<file path="config.mk">
export PLATFORM = sky130hd
export DESIGN_NAME = cnn_layer_seq_flat
export DESIGN_NICKNAME = d
export VERILOG_FILES = /design/src/rtl/cnn_layer_seq_if.sv /design/src/rtl/cnn_layer_seq.sv /design/src/flat_wrapper.sv
export SDC_FILE = /design/constraint.sdc
export NUM_CORES = 1
export LEC_CHECK = 0
export ABC_AREA = 1
export CAP_MARGIN = 10
export CORE_MARGIN = 2
export CORE_UTILIZATION = 55
export CTS_CLUSTER_DIAMETER = 80
export DETAILED_ROUTE_END_ITERATION = 8
export PLACE_DENSITY = 0.85
export SLEW_MARGIN = 20
export SYNTH_ARGS = -nofsm -noshare
export SYNTH_HDL_FRONTEND = slang
export SYNTH_SLANG_ARGS = --single-unit
</file>
<file path="constraint.sdc">
create_clock -name clk -period 2.97 [get_ports clk]
set_clock_uncertainty 0.2 [all_clocks]
set_input_delay 0.4455 -clock clk [delete_from_list [all_inputs] [get_ports clk]]
set_output_delay 0.4455 -clock clk [all_outputs]
set_load 0.02 [all_outputs]
</file>
<file path="src/rtl/cnn_layer_seq_if.sv">
// Host/engine-facing signal bundle of the CNN layer sequencer.
// master = host plus engines, slave = the sequencer itself.
interface cnn_layer_seq_if #(
    parameter int LAYER_W    = 4,
    parameter int MAX_LAYERS = 16
);
    logic                  start;
    logic                  abort;
    logic [LAYER_W-1:0]    num_layers;
    logic [MAX_LAYERS-1:0] pool_mask;
    logic                  conv_done;
    logic                  eras_done;
    logic                  maxp_done;
    logic                  conv_en;
    logic                  eras_en;
    logic                  maxp_en;
    logic                  busy;
    logic                  done;
    logic                  err;
    logic [LAYER_W-1:0]    layer_idx;

    modport master (
        output start, abort, num_layers, pool_mask,
        output conv_done, eras_done, maxp_done,
        input  conv_en, eras_en, maxp_en, busy, done, err, layer_idx
    );

    modport slave (
        input  start, abort, num_layers, pool_mask,
        input  conv_done, eras_done, maxp_done,
        output conv_en, eras_en, maxp_en, busy, done, err, layer_idx
    );
endinterface

</file>
<file path="src/rtl/cnn_layer_seq.sv">
// Layer sequencer: per layer runs CONV, then ERAS and MAXP when pooled.
// Optional per-phase watchdog enabled by defining CNN_SEQ_TIMEOUT_EN.
module cnn_layer_seq #(
    parameter int LAYER_W     = 4,
    parameter int MAX_LAYERS  = 16,
    parameter int TIMEOUT_CYC = 65535
) (
    input  logic           clk,
    input  logic           rst,
    cnn_layer_seq_if.slave bus
);
    typedef enum logic [3:0] {
        S_IDLE,
        S_C_ISS,
        S_C_WT,
        S_E_ISS,
        S_E_WT,
        S_M_ISS,
        S_M_WT,
        S_NEXT,
        S_DONE,
        S_ERR
    } state_e;

    state_e                state_q, state_d;
    logic [LAYER_W-1:0]    layer_q, layer_d;
    logic [LAYER_W-1:0]    nlayers_q, nlayers_d;
    logic [MAX_LAYERS-1:0] mask_q, mask_d;
    logic                  conv_en_q, eras_en_q, maxp_en_q;
    logic                  busy_q, done_q;
    logic                  phase_done;
    state_e                phase_next;
`ifdef CNN_SEQ_TIMEOUT_EN
    logic                  err_q, err_d;
    logic [15:0]           wd_q, wd_d;
`endif

    if (MAX_LAYERS > (1 << LAYER_W) || TIMEOUT_CYC < 1 || TIMEOUT_CYC > 65535) begin : g_param_check
        $error("cnn_layer_seq: MAX_LAYERS or TIMEOUT_CYC out of range");
    end

    // The three wait states differ only in which done they listen to and where it leads.
    always_comb begin
        phase_done = 1'b0;
        phase_next = state_q;
        case (state_q)
            S_C_WT: begin
                phase_done = bus.conv_done;
                phase_next = mask_q[layer_q] ? S_E_ISS : S_NEXT;
            end
            S_E_WT: begin
                phase_done = bus.eras_done;
                phase_next = S_M_ISS;
            end
            S_M_WT: begin
                phase_done = bus.maxp_done;
                phase_next = S_NEXT;
            end
            default: ;
        endcase
    end

    always_comb begin
        // NOTE: every _d gets its hold value first, so no branch can leave one unassigned and infer a latch.
        state_d   = state_q;
        layer_d   = layer_q;
        nlayers_d = nlayers_q;
        mask_d    = mask_q;
`ifdef CNN_SEQ_TIMEOUT_EN
        err_d     = err_q;
        wd_d      = wd_q;
`endif
        case (state_q)
            S_IDLE, S_ERR: begin
                if (bus.start) begin
`ifdef CNN_SEQ_TIMEOUT_EN
                    err_d = 1'b0;
`endif
                    if (bus.num_layers == '0) begin
                        state_d = S_DONE;
                    end else begin
                        layer_d   = '0;
                        nlayers_d = bus.num_layers;
                        mask_d    = bus.pool_mask;
                        state_d   = S_C_ISS;
                    end
                end
            end
            S_C_ISS, S_E_ISS, S_M_ISS: begin
                case (state_q)
                    S_C_ISS: state_d = S_C_WT;
                    S_E_ISS: state_d = S_E_WT;
                    default: state_d = S_M_WT;
                endcase
`ifdef CNN_SEQ_TIMEOUT_EN
                wd_d = '0;
`endif
            end
            S_C_WT, S_E_WT, S_M_WT: begin
                if (phase_done) begin
                    state_d = phase_next;
                end
`ifdef CNN_SEQ_TIMEOUT_EN
                else begin
                    wd_d = wd_q + 16'd1;
                    if (wd_d == 16'(TIMEOUT_CYC)) begin
                        state_d = S_ERR;
                        err_d   = 1'b1;
                    end
                end
`endif
            end
            S_NEXT: begin
                if (layer_q == nlayers_q - 1'b1) begin
                    state_d = S_DONE;
                end else begin
                    layer_d = layer_q + 1'b1;
                    state_d = S_C_ISS;
                end
            end
            S_DONE:  state_d = S_IDLE;
            default: state_d = S_IDLE;
        endcase

        // Abort beats everything, including a simultaneous start.
        if (bus.abort) begin
            state_d   = S_IDLE;
            layer_d   = layer_q;
            nlayers_d = nlayers_q;
            mask_d    = mask_q;
`ifdef CNN_SEQ_TIMEOUT_EN
            err_d     = err_q;
            wd_d      = wd_q;
`endif
        end
    end

    // Outputs are decoded from the next state so they are registered yet line up with the state.
    always_ff @(posedge clk) begin
        if (!rst) begin
            state_q   <= S_IDLE;
            layer_q   <= '0;
            nlayers_q <= '0;
            mask_q    <= '0;
            conv_en_q <= 1'b0;
            eras_en_q <= 1'b0;
            maxp_en_q <= 1'b0;
            busy_q    <= 1'b0;
            done_q    <= 1'b0;
`ifdef CNN_SEQ_TIMEOUT_EN
            err_q     <= 1'b0;
            wd_q      <= '0;
`endif
        end else begin
            // NOTE: non-blocking throughout, so every register samples pre-edge values regardless of order.
            state_q   <= state_d;
            layer_q   <= layer_d;
            nlayers_q <= nlayers_d;
            mask_q    <= mask_d;
            conv_en_q <= (state_d == S_C_ISS);
            eras_en_q <= (state_d == S_E_ISS);
            maxp_en_q <= (state_d == S_M_ISS);
            busy_q    <= (state_d != S_IDLE) && (state_d != S_DONE) && (state_d != S_ERR);
            done_q    <= (state_d == S_DONE);
`ifdef CNN_SEQ_TIMEOUT_EN
            err_q     <= err_d;
            wd_q      <= wd_d;
`endif
        end
    end

    assign bus.conv_en   = conv_en_q;
    assign bus.eras_en   = eras_en_q;
    assign bus.maxp_en   = maxp_en_q;
    assign bus.busy      = busy_q;
    assign bus.done      = done_q;
    assign bus.layer_idx = layer_q;
`ifdef CNN_SEQ_TIMEOUT_EN
    assign bus.err       = err_q;
`else
    assign bus.err       = 1'b0;
`endif
endmodule

</file>
<file path="src/flat_wrapper.sv">
// flat-port wrapper written by rule: the top's interface ports become plain ports
module cnn_layer_seq_flat 
#(
    parameter int LAYER_W     = 4,
    parameter int MAX_LAYERS  = 16,
    parameter int TIMEOUT_CYC = 65535
)
  (clk, rst, bus_start, bus_abort, bus_num_layers, bus_pool_mask, bus_conv_done, bus_eras_done, bus_maxp_done, bus_conv_en, bus_eras_en, bus_maxp_en, bus_busy, bus_done, bus_err, bus_layer_idx);
  cnn_layer_seq_if #(.LAYER_W(LAYER_W), .MAX_LAYERS(MAX_LAYERS)) bus_i ();
  input  logic clk;
  input  logic rst;
  input wire logic [$bits(bus_i.start)-1:0] bus_start;
  input wire logic [$bits(bus_i.abort)-1:0] bus_abort;
  input wire logic [$bits(bus_i.num_layers)-1:0] bus_num_layers;
  input wire logic [$bits(bus_i.pool_mask)-1:0] bus_pool_mask;
  input wire logic [$bits(bus_i.conv_done)-1:0] bus_conv_done;
  input wire logic [$bits(bus_i.eras_done)-1:0] bus_eras_done;
  input wire logic [$bits(bus_i.maxp_done)-1:0] bus_maxp_done;
  output wire logic [$bits(bus_i.conv_en)-1:0] bus_conv_en;
  output wire logic [$bits(bus_i.eras_en)-1:0] bus_eras_en;
  output wire logic [$bits(bus_i.maxp_en)-1:0] bus_maxp_en;
  output wire logic [$bits(bus_i.busy)-1:0] bus_busy;
  output wire logic [$bits(bus_i.done)-1:0] bus_done;
  output wire logic [$bits(bus_i.err)-1:0] bus_err;
  output wire logic [$bits(bus_i.layer_idx)-1:0] bus_layer_idx;
  assign bus_i.start = bus_start;
  assign bus_i.abort = bus_abort;
  assign bus_i.num_layers = bus_num_layers;
  assign bus_i.pool_mask = bus_pool_mask;
  assign bus_i.conv_done = bus_conv_done;
  assign bus_i.eras_done = bus_eras_done;
  assign bus_i.maxp_done = bus_maxp_done;
  assign bus_conv_en = bus_i.conv_en;
  assign bus_eras_en = bus_i.eras_en;
  assign bus_maxp_en = bus_i.maxp_en;
  assign bus_busy = bus_i.busy;
  assign bus_done = bus_i.done;
  assign bus_err = bus_i.err;
  assign bus_layer_idx = bus_i.layer_idx;
  cnn_layer_seq #(.LAYER_W(LAYER_W), .MAX_LAYERS(MAX_LAYERS), .TIMEOUT_CYC(TIMEOUT_CYC)) u_core (.clk(clk), .rst(rst), .bus(bus_i));
endmodule
</file>
### Word-level counts from Yosys, hierarchy flattened

Index checks and enable logic that the tools add are counted.

* logic and storage cells: 59
* input bits: 27
* bits in registers: 33
* output and inout bits: 10

* add/sub/neg operators: 2
* equality and inequality tests: 18
* bitwise gates (word level): 2
* muxes and demuxes: 16
* magnitude comparators: 1
* reductions and logical operators: 11

Operator list (count)
* 4-bit 2-to-1 mux: 8
* 4-bit by 3-bit == test with 1-bit output, second input constant: 5
* 4-bit one-hot mux with 4 select lines: 1
* 4-bit by 2-bit == test with 1-bit output, second input constant: 3
* 4-bit one-hot mux with 3 select lines: 1
* 4-bit by 1-bit == test with 1-bit output, second input constant: 2
* 4-bit == test, second input constant: 2
* 4-bit logical NOT: 2
* 4-bit inequality test, second input constant: 2
* 4-bit one-hot mux with 2 select lines: 1
* 2-bit inequality test, second input constant: 3
* 3-bit one-hot mux with 2 select lines: 1
* 3-bit OR reduction: 2
* 4-bit by 5-bit < comparator with 1-bit output, second input constant: 1
* 5-bit AND reduction: 1
* 4-bit by 1-bit adder with 4-bit output, second input constant: 1
* 1-bit binary-select mux with 4-bit select: 1
* 4-bit == test: 1
* 4-bit AND reduction: 1
* 4-bit nonzero test: 1
* 4-bit by 1-bit subtractor with 4-bit output, second input constant: 1
* 3-bit 2-to-1 mux: 1
* 1-bit one-hot mux with 3 select lines: 1
* 1-bit logical AND: 2
* 4 further kinds: 5

### Longest topological paths before layout

Gate-level depths: netlist (run 1).

* depth in word-level cells: 10
* mapped depth: 13
* mapped depth without buffers: 13

### Least setup slack after synthesis (run 1)

OpenSTA, ideal clock, no wires.

* path type: reg-to-reg
* start: register u_core.nlayers_q[0]
* end: register u_core.done_q, in the netlist u_core.bus.done
* setup time: 0.059 ns
* stages on the path, launching flop included: 11
* data required time: 2.711 ns
* slack: 1.241 ns
* buffers on the path: 0
* arrival time: 1.470 ns
* cells stage by stage: dfxtp_1 -> inv_1 -> ha_1 -> xor2_1 -> o21ai_1 -> nor2_1 -> nand3_2 -> nand2_2 -> nand2_2 -> nor2_4 -> and2_1

* word-level cells in the longest chain between the ends: 6

Ends and longest elaborated chain
* start: declaration: line cnn_layer_seq.sv:27 `logic [LAYER_W-1:0] nlayers_q, nlayers_d;`
* start signal: assignment: line cnn_layer_seq.sv:158 `nlayers_q <= nlayers_d;`
* 4-bit by 1-bit subtractor with 4-bit output: line cnn_layer_seq.sv:114 `if (layer_q == nlayers_q - 1'b1) begin`
* 4-bit == test: line cnn_layer_seq.sv:114
* 4-bit 2-to-1 mux: line cnn_layer_seq.sv:114
* 4-bit one-hot mux with 4 select lines: line cnn_layer_seq.sv:73 `case (state_q)`
* 4-bit 2-to-1 mux: line cnn_layer_seq.sv:126 `if (bus.abort) begin`
* 4-bit == test: line cnn_layer_seq.sv:164 `done_q <= (state_d == S_DONE);`
* end signal: assignment: line cnn_layer_seq.sv:164
* end: declaration: line cnn_layer_seq.sv:30 `logic busy_q, done_q;`

No other way between the ends.
A chain may end at the register's enable or synchronous reset.

### Worst setup path after layout (run 1)

* start: register u_core.layer_q[0], in the netlist u_core.bus.layer_idx[0]
* end: output bus_layer_idx[0]

RTL lines
* start: declaration: line cnn_layer_seq.sv:26 `logic [LAYER_W-1:0] layer_q, layer_d;`
* start signal: assignment: line cnn_layer_seq.sv:157 `layer_q <= layer_d;`
* end: declaration: line flat_wrapper.sv:25 `output wire logic [$bits(bus_i.layer_idx)-1:0] bus_layer_idx;`

No word-level cell between the ends.

==> results of run 1 <==
cells by family (layout without fill, tap and decap cells):
kind of cell	Yosys count	count (layout)	synth area share, %
DFF	33	33	36.29
adders and majority gates	2	2	1.374
xor gates and xnor gates	7	7	3.368
other	1	1	0.2060
buffers and inverters	46	80	11.82
AOI/OAI and AO/OA	55	55	19.04
and+or+nand+nor	101	101	27.90
tightest hold or removal path, cell delays in order, from the launching register on:
cell and delay, ns:
dfxtp_1 0.31, inv_1 0.07, a21oi_2 0.05
layout make-up:
type / instances / area (µm²) / area share, %
Clock buffer: 7 / 55.05 / 2.457
Timing Repair Buffer: 36 / 357.8 / 15.97
Inverter: 36 / 137.6 / 6.142
Sequential cell: 33 / 660.6 / 29.48
Multi-Input combinational cell: 166 / 944.7 / 42.16
Clock inverter: 1 / 30.03 / 1.340
Tap cell: 44 / 55.05 / 2.457
power breakdown:
group          switching, W  total, W  internal (W)
clock              0.000150  0.000351      0.000201
combinational      0.000109  0.000198     0.0000890
sequential        0.0000146  0.000483      0.000468
total              0.000274   0.00103      0.000758
path summary, 6_finish.rpt:
path	startpoint	to	slack [ns]	depth (start not counted)
worst max register to register	u_core.state_q[0]$_SDFF_PN0_	u_core.mask_q[13]$_SDFFE_PN0P_	0.88	9
worst min-delay path	u_core.mask_q[8]$_SDFFE_PN0P_	u_core.mask_q[8]$_SDFFE_PN0P_	0.26	2
worst min register to register	u_core.mask_q[8]$_SDFFE_PN0P_	u_core.mask_q[8]$_SDFFE_PN0P_	0.26	2
worst max-delay path	u_core.bus.layer_idx[0]$_SDFFE_PN0P_	bus_layer_idx[0]	0.60	1
metal layers:
| layer | up-vias | wire length, µm |
|---|---|---|
| li1 | 850 | - |
| met1 | 699 | 1774 |
| met2 | 40 | 1654 |
| met3 | 7 | 198 |
| met4 | 0 | 61 |
| met5 | - | 0 |
per-stage QoR:
step | hold WS [ns] | instance area (µm²) | power (W) | util, % | instances
2_1_floorplan | 0.2302 | 1821 | 0.0006304 | - | 245
3_3_place_gp | 0.2440 | 2156 | 0.0006852 | 69.48 | 315
3_5_place_dp | 0.2481 | 2156 | 0.0006911 | 69.48 | 315
4_1_cts | 0.2633 | 2241 | 0.001038 | 72.22 | 323
5_1_grt | 0.2874 | 2241 | 0.001082 | 72.22 | 323
6_report | 0.2632 | 2241 | 0.001032 | 72.22 | 323
cell usage in the layout (no fill, tap or decap), types with 2 or more instances in the layout:
master           count
nand2_1             42
nor2_2               4
clkbuf_4             5
ha_1                 2
nand4_1              2
o21ai_1             20
xnor2_1              4
dfxtp_1             33
o21ai_2              3
a21oi_2             12
a21oi_1             15
inv_1               31
nand2_2              6
clkdlybuf4s50_1     35
nor2_1              16
nand3_1             21
xor2_1               3
inv_2                4
o21ai_0              3
synthesized netlist by cell type (3+ instances only):
| cell | count |
|---|---|
| nand2_2 | 6 |
| nand2_1 | 42 |
| xor2_1 | 3 |
| xnor2_1 | 4 |
| a21oi_2 | 12 |
| o21ai_2 | 3 |
| inv_2 | 4 |
| a21oi_1 | 15 |
| inv_1 | 31 |
| o21ai_1 | 20 |
| dfxtp_1 | 33 |
| nand3_1 | 21 |
| nor2_2 | 4 |
| buf_6 | 4 |
| o21ai_0 | 3 |
| nor2_1 | 16 |
state kept, by name, indices dropped and copies added, names as in the netlist:
| signal | flops |
|---|---|
| u_core.bus.done | 1 |
| u_core.mask_q | 16 |
| u_core.bus.maxp_en | 1 |
| u_core.nlayers_q | 4 |
| u_core.state_q | 4 |
| u_core.bus.conv_en | 1 |
| u_core.bus.busy | 1 |
| u_core.bus.eras_en | 1 |
| u_core.bus.layer_idx | 4 |
==> impl_results.html, run 1 <==
<table>
<tr><th>Metric</th><th>Value</th></tr>
<tr><th colspan="2">Routing</th></tr>
<tr><td>Average wire per cell in the routed design</td><td>11.42 µm</td></tr>
<tr><td>Number of nets with antenna violations after routing</td><td>0</td></tr>
<tr><td>Number of violations reported at the end of detailed-routing iteration 0</td><td>64</td></tr>
<tr><td>Remaining design rule violation count</td><td>0</td></tr>
<tr><td>First-pass DRT Iterations</td><td>4</td></tr>
<tr><td>Vias after detailed routing</td><td>roughly 1600</td></tr>
<tr><td>Drt total wl</td><td>3.689 mm</td></tr>
<tr><td>Post-detailed-route via-to-cell ratio</td><td>a little under 5</td></tr>
<tr><th colspan="2">Synthesis</th></tr>
<tr><td>Main area contributors after synthesis</td><td>dfxtp_1 (36%), nand2_1 (8.7%), inv_1 (6.4%)</td></tr>
<tr><td>Gate count after technology mapping</td><td>245</td></tr>
<tr><td>Flip-flop and latch count after synthesis</td><td>33</td></tr>
<tr><td>Netlist cell types</td><td>36</td></tr>
<tr><td>Top cell type's share of synthesized area</td><td>between 30% and 40%</td></tr>
<tr><td>Average instance area after synthesis</td><td>7.431 µm²</td></tr>
<tr><td>Largest area contributor in the synthesized netlist</td><td>dfxtp_1</td></tr>
<tr><td>Post-synthesis instance area</td><td>0.001820 mm²</td></tr>
<tr><td>Fraction of the yosys area taken by sequential cells</td><td>36.29%</td></tr>
<tr><td>Ys flop type</td><td>dfxtp_1</td></tr>
<tr><td>Syn nets</td><td>274</td></tr>
<tr><td>Count of yosys warnings during synthesis</td><td>0</td></tr>
<tr><td>Number of enable flip-flop cells after synthesis</td><td>0</td></tr>
<tr><td>Async S/R FF share, synth</td><td>0%</td></tr>
<tr><th colspan="2">GRT</th></tr>
<tr><td>Pin count of the biggest net entering global routing</td><td>42</td></tr>
<tr><td>Met2 usage in global routing</td><td>37.14%</td></tr>
<tr><td>Overall overflow remaining after global route</td><td>0</td></tr>
<tr><td>Met3 Usage GRT</td><td>around 4.8%</td></tr>
<tr><td>Via count of the first global-routing pass</td><td>1544</td></tr>
<tr><td>Initial antenna violation count</td><td>0</td></tr>
<tr><td>Global-route wire length before repair</td><td>6.472 mm</td></tr>
<tr><td>Overall Global Routing Usage</td><td>23.26%</td></tr>
<tr><td>Routing layer with the top usage in global route</td><td>met2</td></tr>
<tr><td>Met1 track demand over resource in global routing</td><td>about 30%</td></tr>
<tr><th colspan="2">Timing</th></tr>
<tr><td>Total negative setup slack</td><td>0 ns</td></tr>
<tr><td>Worst Setup Slack, final</td><td>0.5959 ns</td></tr>
<tr><td>Worst relative slew slack</td><td>64.90%</td></tr>
<tr><td>Hold Vio Cnt, Final</td><td>0</td></tr>
<tr><td>Unrepaired setup endpoints after global routing</td><td>false</td></tr>
<tr><td>Transition time of the tightest slew-check pin</td><td>0.5258 ns</td></tr>
<tr><td>Achievable clock frequency</td><td>421.2 MHz</td></tr>
<tr><td>Final worst path period need</td><td>2.374 ns</td></tr>
<tr><td>Number of pins with negative max-slew slack in the final report</td><td>0</td></tr>
<tr><td>Final setup vio count</td><td>0</td></tr>
<tr><td>Final worst path period share</td><td>approximately four fifths</td></tr>
<tr><th colspan="2">Place</th></tr>
<tr><td>Number of input and output port buffers inserted</td><td>35</td></tr>
<tr><td>Placement-stage worst setup slack</td><td>0.5650 ns</td></tr>
<tr><td>Routability congestion estimate from global placement</td><td>0.8471</td></tr>
<tr><td>Detailed-placement wirelength estimate</td><td>2.711 mm</td></tr>
<tr><th colspan="2">Die</th></tr>
<tr><td>Floorplan core area</td><td>between 0.003 and 0.004 mm²</td></tr>
<tr><td>Die outline width</td><td>61.53 µm</td></tr>
<tr><td>Row Count</td><td>20</td></tr>
<tr><td>Die span in y</td><td>~62 µm</td></tr>
<tr><td>Effective utilization at floorplan</td><td>58.67%</td></tr>
<tr><td>Die Footprint</td><td>0.003786 mm²</td></tr>
<tr><td>Number of placed I/O pins</td><td>37</td></tr>
<tr><th colspan="2">Finish</th></tr>
<tr><td>Layout net count</td><td>307</td></tr>
<tr><td>Filler Cells Inserted</td><td>264</td></tr>
<tr><td>Number of inserted diodes</td><td>0</td></tr>
<tr><td>Layout area overhead</td><td>23.09%</td></tr>
<tr><td>Share of layout cells above drive strength 1</td><td>16.49%</td></tr>
<tr><th colspan="2">Clock network</th></tr>
<tr><td>CTS H-Tree Depth</td><td>2</td></tr>
<tr><td>Clock latency at the later pin of the worst-skew pair</td><td>0.34 ns</td></tr>
<tr><td>Largest buffer count on any clock path</td><td>2</td></tr>
<tr><td>Hold buffer count at CTS</td><td>0</td></tr>
<tr><td>Number of clock buffers inserted by TritonCTS</td><td>5</td></tr>
<tr><td>Count of cells resized by post-cts repair</td><td>0</td></tr>
<tr><td>TritonCTS Sinks</td><td>33</td></tr>
<tr><td>Buffer type at the clock tree root</td><td>clkbuf_4</td></tr>
<tr><td>Buffers inserted during post-CTS setup optimization</td><td>0</td></tr>
<tr><td>Clock-pin slew reported for the worst setup and hold paths after clock tree synthesis</td><td>~0.10 ns</td></tr>
<tr><td>Clock tree from TritonCTS</td><td>yes</td></tr>
<tr><th colspan="2">Setup path</th></tr>
<tr><td>Number of buffer and inverter instances along the worst setup path</td><td>1</td></tr>
<tr><td>Endpoint required time on the critical path</td><td>2.32 ns</td></tr>
<tr><td>Crit path kind</td><td>reg2out</td></tr>
<tr><td>Longest individual stage delay on the worst path</td><td>about 0.72 ns</td></tr>
<tr><td>Cell-by-cell listing of the critical path</td><td>clkdlybuf4s50_1</td></tr>
<tr><td>Data arrival at the endpoint of the critical path</td><td>1.73 ns</td></tr>
<tr><td>Library cell contributing the largest single delay on the critical path</td><td>clkdlybuf4s50_1</td></tr>
<tr><td>Capturing element type of the critical path</td><td>primary output</td></tr>
<tr><td>Top Family by Delay on Critical Path</td><td>buffers and inverters</td></tr>
<tr><td>Biggest fanout along the worst timing path</td><td>14</td></tr>
<tr><td>Critical path startpoint category</td><td>flop</td></tr>
<tr><th colspan="2">Status</th></tr>
<tr><td>Outcome</td><td>complete, no violations</td></tr>
<tr><th colspan="2">Power and ir drop</th></tr>
<tr><td>Maximum vdd drop</td><td>0.0003593 V</td></tr>
<tr><td>Static Leak</td><td>around 0.92 nW</td></tr>
<tr><td>Power per Cell Area</td><td>460.7 mW/mm²</td></tr>
<tr><th colspan="2">Run</th></tr>
<tr><td>Count of maximum capacitance violations</td><td>0</td></tr>
<tr><th colspan="2">Hold path</th></tr>
<tr><td>Worst min path class</td><td>reg2reg</td></tr>
</table>
Note: power is estimated with default switching activity, not from simulation.
==> run 2: changes to the inputs <==
--- a/config.mk
+++ b/config.mk
@@ -8,10 +8,10 @@
 export ABC_AREA = 1
 export CAP_MARGIN = 10
 export CORE_MARGIN = 2
-export CORE_UTILIZATION = 55
+export CORE_UTILIZATION = 51
 export CTS_CLUSTER_DIAMETER = 80
 export DETAILED_ROUTE_END_ITERATION = 8
-export PLACE_DENSITY = 0.85
+export PLACE_DENSITY = 0.79
 export SLEW_MARGIN = 20
 export SYNTH_ARGS = -nofsm -noshare
 export SYNTH_HDL_FRONTEND = slang
==> constraint.sdc (replaced) <==
create_clock -name clk -period 2.31 [get_ports clk]
set_clock_uncertainty 0.2 [all_clocks]
set_input_delay 0.3465 -clock clk [delete_from_list [all_inputs] [get_ports clk]]
set_output_delay 0.3465 -clock clk [all_outputs]
set_load 0.02 [all_outputs]
==> run 2 against run 1 <==
Net effect: die area rose by 7.3%; sequential power rose by 28%; highest routed layer unchanged; register-to-register slack got worse by 0.49 ns; wire length fell by 3.1%.
==> impl_results.html, run 2 (synthesis gave the netlist of run 1 again) <==
<table>
<tr><th>Metric</th><th>Value</th></tr>
<tr><th colspan="2">Routing</th></tr>
<tr><td>Post-detailed-route via-to-cell ratio</td><td>just under 5</td></tr>
<tr><td>Number of nets with antenna violations after routing</td><td>0</td></tr>
<tr><td>Remaining design rule violation count</td><td>0</td></tr>
<tr><td>Vias after detailed routing</td><td>between 1500 and 2000</td></tr>
<tr><td>First-pass DRT Iterations</td><td>4</td></tr>
<tr><td>Number of violations reported at the end of detailed-routing iteration 0</td><td>120</td></tr>
<tr><td>Drt total wl</td><td>about 3.6 mm</td></tr>
<tr><td>Average wire per cell in the routed design</td><td>10.89 µm</td></tr>
<tr><th colspan="2">GRT</th></tr>
<tr><td>Global-route wire length before repair</td><td>~6 mm</td></tr>
<tr><td>Overall overflow remaining after global route</td><td>0</td></tr>
<tr><td>Via count of the first global-routing pass</td><td>between 1000 and 1500</td></tr>
<tr><td>Overall Global Routing Usage</td><td>18.97%</td></tr>
<tr><td>Initial antenna violation count</td><td>0</td></tr>
<tr><td>Pin count of the biggest net entering global routing</td><td>27</td></tr>
<tr><th colspan="2">Clock network</th></tr>
<tr><td>Buffers inserted during post-CTS setup optimization</td><td>0</td></tr>
<tr><td>Largest buffer count on any clock path</td><td>2</td></tr>
<tr><td>Count of cells resized by post-cts repair</td><td>0</td></tr>
<tr><td>TritonCTS Sinks</td><td>33</td></tr>
<tr><td>Number of clock buffers inserted by TritonCTS</td><td>5</td></tr>
<tr><td>Clock latency at the later pin of the worst-skew pair</td><td>0.34 ns</td></tr>
<tr><td>Buffer type at the clock tree root</td><td>clkbuf_4</td></tr>
<tr><td>Hold buffer count at CTS</td><td>0</td></tr>
<tr><td>Clock tree from TritonCTS</td><td>yes</td></tr>
<tr><td>Clock-pin slew reported for the worst setup and hold paths after clock tree synthesis</td><td>0.09 ns</td></tr>
<tr><td>CTS H-Tree Depth</td><td>2</td></tr>
<tr><th colspan="2">Setup path</th></tr>
<tr><td>Capturing element type of the critical path</td><td>primary output</td></tr>
<tr><td>Worst R2R Path Depth</td><td>10</td></tr>
<tr><td>Critical path startpoint category</td><td>flop</td></tr>
<tr><td>Longest individual stage delay on the worst path</td><td>0.67 ns</td></tr>
<tr><td>Top Family by Delay on Critical Path</td><td>buffers and inverters</td></tr>
<tr><td>Crit path kind</td><td>reg2out</td></tr>
<tr><td>Worst reg2reg startpoint</td><td>u_core.nlayers_q[0]$_SDFFE_PN0P_</td></tr>
<tr><td>Library cell contributing the largest single delay on the critical path</td><td>clkdlybuf4s50_1</td></tr>
<tr><td>Number of buffer and inverter instances along the worst setup path</td><td>1</td></tr>
<tr><td>Endpoint required time on the critical path</td><td>1.76 ns</td></tr>
<tr><td>Depth of the critical timing path with buffers and inverters included</td><td>1</td></tr>
<tr><td>Reg2Reg Setup Slack</td><td>between 0.3 and 0.4 ns</td></tr>
<tr><td>Crit Reg-Reg Endpoint</td><td>u_core.bus.done$_SDFF_PN0_</td></tr>
<tr><td>Biggest fanout along the worst timing path</td><td>9</td></tr>
<tr><td>Data arrival at the endpoint of the critical path</td><td>between 1.5 and 2 ns</td></tr>
<tr><td>Cell-by-cell listing of the critical path</td><td>clkdlybuf4s50_1</td></tr>
<tr><th colspan="2">Timing</th></tr>
<tr><td>Final worst path period need</td><td>around 2.1 ns</td></tr>
<tr><td>Unrepaired setup endpoints after global routing</td><td>false</td></tr>
<tr><td>Final setup vio count</td><td>0</td></tr>
<tr><td>Hold Vio Cnt, Final</td><td>0</td></tr>
<tr><td>Achievable clock frequency</td><td>480.4 MHz</td></tr>
<tr><td>Worst Setup Slack, final</td><td>about 0.23 ns</td></tr>
<tr><td>Hold slack final</td><td>0.2593 ns</td></tr>
<tr><td>Final worst path period share</td><td>90.11%</td></tr>
<tr><td>Total negative setup slack</td><td>0 ns</td></tr>
<tr><td>Number of pins with negative max-slew slack in the final report</td><td>0</td></tr>
<tr><th colspan="2">Power and ir drop</th></tr>
<tr><td>Switching pwr</td><td>0.0003440 W</td></tr>
<tr><td>Static Leak</td><td>0.9302 nW</td></tr>
<tr><td>Maximum vdd drop</td><td>0.0003534 V</td></tr>
<tr><td>Switching power share of the total</td><td>28.40%</td></tr>
<tr><td>Clock power frac</td><td>27.2%</td></tr>
<tr><td>Post-route total power</td><td>between 0.001 and 0.0015 W</td></tr>
<tr><td>Power per Cell Area</td><td>536.9 mW/mm²</td></tr>
<tr><td>Combinational cell fraction of total power</td><td>21.7%</td></tr>
<tr><td>Part of the total power dissipated in sequential elements</td><td>51.1%</td></tr>
<tr><td>Cell-internal power</td><td>0.0008672 W</td></tr>
<tr><th colspan="2">Finish</th></tr>
<tr><td>Max FFs per register</td><td>16</td></tr>
<tr><td>Utilization after layout</td><td>66.56%</td></tr>
<tr><td>Most flops, register</td><td>u_core.mask_q</td></tr>
<tr><td>Share of layout cells above drive strength 1</td><td>17.38%</td></tr>
<tr><td>Layout net count</td><td>311</td></tr>
<tr><td>Number of inserted diodes</td><td>0</td></tr>
<tr><td>Leading cell types in the layout, fill and taps excluded</td><td>nand2_1 (42), clkdlybuf4s50_1 (35), dfxtp_1 (33)</td></tr>
<tr><td>Commonest non-fill, non-tap cell in the layout</td><td>nand2_1</td></tr>
<tr><td>Layout area overhead</td><td>23.92%</td></tr>
<tr><th colspan="2">Die</th></tr>
<tr><td>Number of placed I/O pins</td><td>37</td></tr>
<tr><td>Die Footprint</td><td>0.004063 mm²</td></tr>
<tr><td>Row Count</td><td>21</td></tr>
<tr><td>Die outline width</td><td>63.75 µm</td></tr>
<tr><td>Effective utilization at floorplan</td><td>53.71%</td></tr>
<tr><td>Die span in y</td><td>63.75 µm</td></tr>
<tr><td>Floorplan core area</td><td>around 0.0034 mm²</td></tr>
<tr><th colspan="2">Place</th></tr>
<tr><td>Number of input and output port buffers inserted</td><td>35</td></tr>
<tr><td>Placement-stage worst setup slack</td><td>0.1414 ns</td></tr>
<tr><td>Detailed-placement wirelength estimate</td><td>2.690 mm</td></tr>
<tr><td>Routability congestion estimate from global placement</td><td>0.8230</td></tr>
<tr><th colspan="2">Hold path</th></tr>
<tr><td>Worst min path class</td><td>reg2reg</td></tr>
<tr><td>Number of instances on the worst hold path</td><td>2</td></tr>
<tr><td>End point of the most critical hold path</td><td>u_core.mask_q[15]$_SDFFE_PN0P_</td></tr>
<tr><td>Min-delay src</td><td>u_core.mask_q[15]$_SDFFE_PN0P_</td></tr>
<tr><th colspan="2">Run</th></tr>
<tr><td>Count of maximum capacitance violations</td><td>0</td></tr>
<tr><th colspan="2">Status</th></tr>
<tr><td>Outcome</td><td>complete, no violations</td></tr>
</table>
## run 2: cell types whose count changed in the layout (fill, tap and decap cells not counted)
cell       delta
buf_4         +3
buf_12        +1
bufinv_16     -1
## run 2: worst reg2reg max path: stages, from the launching register on
cell,delay [ns]
dfxtp_1,0.33
inv_1,0.09
ha_1,0.32
xor2_1,0.13
o21ai_1,0.08
nor2_1,0.17
nand3_2,0.17
nand2_2,0.11
nand2_2,0.07
nor2_4,0.08
and2_1,0.13
## run 2: cell type report
class,count,area (µm²)
fill,302,1134
timing repair buffer,40,400.4
tap,46,57.56
clock buffer,7,55.05
sequential,33,660.6
multi-input combinational,166,944.7
inverter,36,137.6
## run 2: routing by layer
metal | GRT usage, % | routed length [µm]
met1 | 25.22 | 1838
met2 | 30.39 | 1550
met3 | 3.345 | 130
met4 | 7.880 | 55
met5 | 0 | 0
## run 2: how the worst max path moves through the flow
| stage | to | start | slack [ns] |
|---|---|---|---|
| finish | bus_layer_idx[1] | u_core.bus.layer_idx[1]$_SDFFE_PN0P_ | 0.23 |
| global route | bus_layer_idx[1] | u_core.bus.layer_idx[1]$_SDFFE_PN0P_ | 0.17 |
| CTS | bus_layer_idx[1] | u_core.bus.layer_idx[1]$_SDFFE_PN0P_ | 0.21 |
| detailed placement | u_core.mask_q[11]$_SDFFE_PN0P_ | bus_num_layers[3] | 0.14 |
| global placement | u_core.mask_q[6]$_SDFFE_PN0P_ | bus_num_layers[3] | 0.23 |
| floorplan | u_core.bus.done$_SDFF_PN0_ | u_core.nlayers_q[0]$_SDFFE_PN0P_ | 0.58 |
## run 2: stage by stage
stage	area, µm²	std cells
2_1_floorplan	1821	245
3_3_place_gp	2201	321
3_5_place_dp	2201	321
4_1_cts	2256	328
5_1_grt	2256	328
6_report	2256	328
## run 2: power by group through the flow
stage / Sequential (W) / Clock (W) / Combinational, W
after floorplan: 0.000632 / 0 / 0.000179
after global placement: 0.000631 / 0 / 0.000261
after detailed placement: 0.000632 / 0 / 0.000264
after CTS: 0.000618 / 0.000331 / 0.000265
after global routing: 0.000622 / 0.000354 / 0.000296
final: 0.000618 / 0.000330 / 0.000263
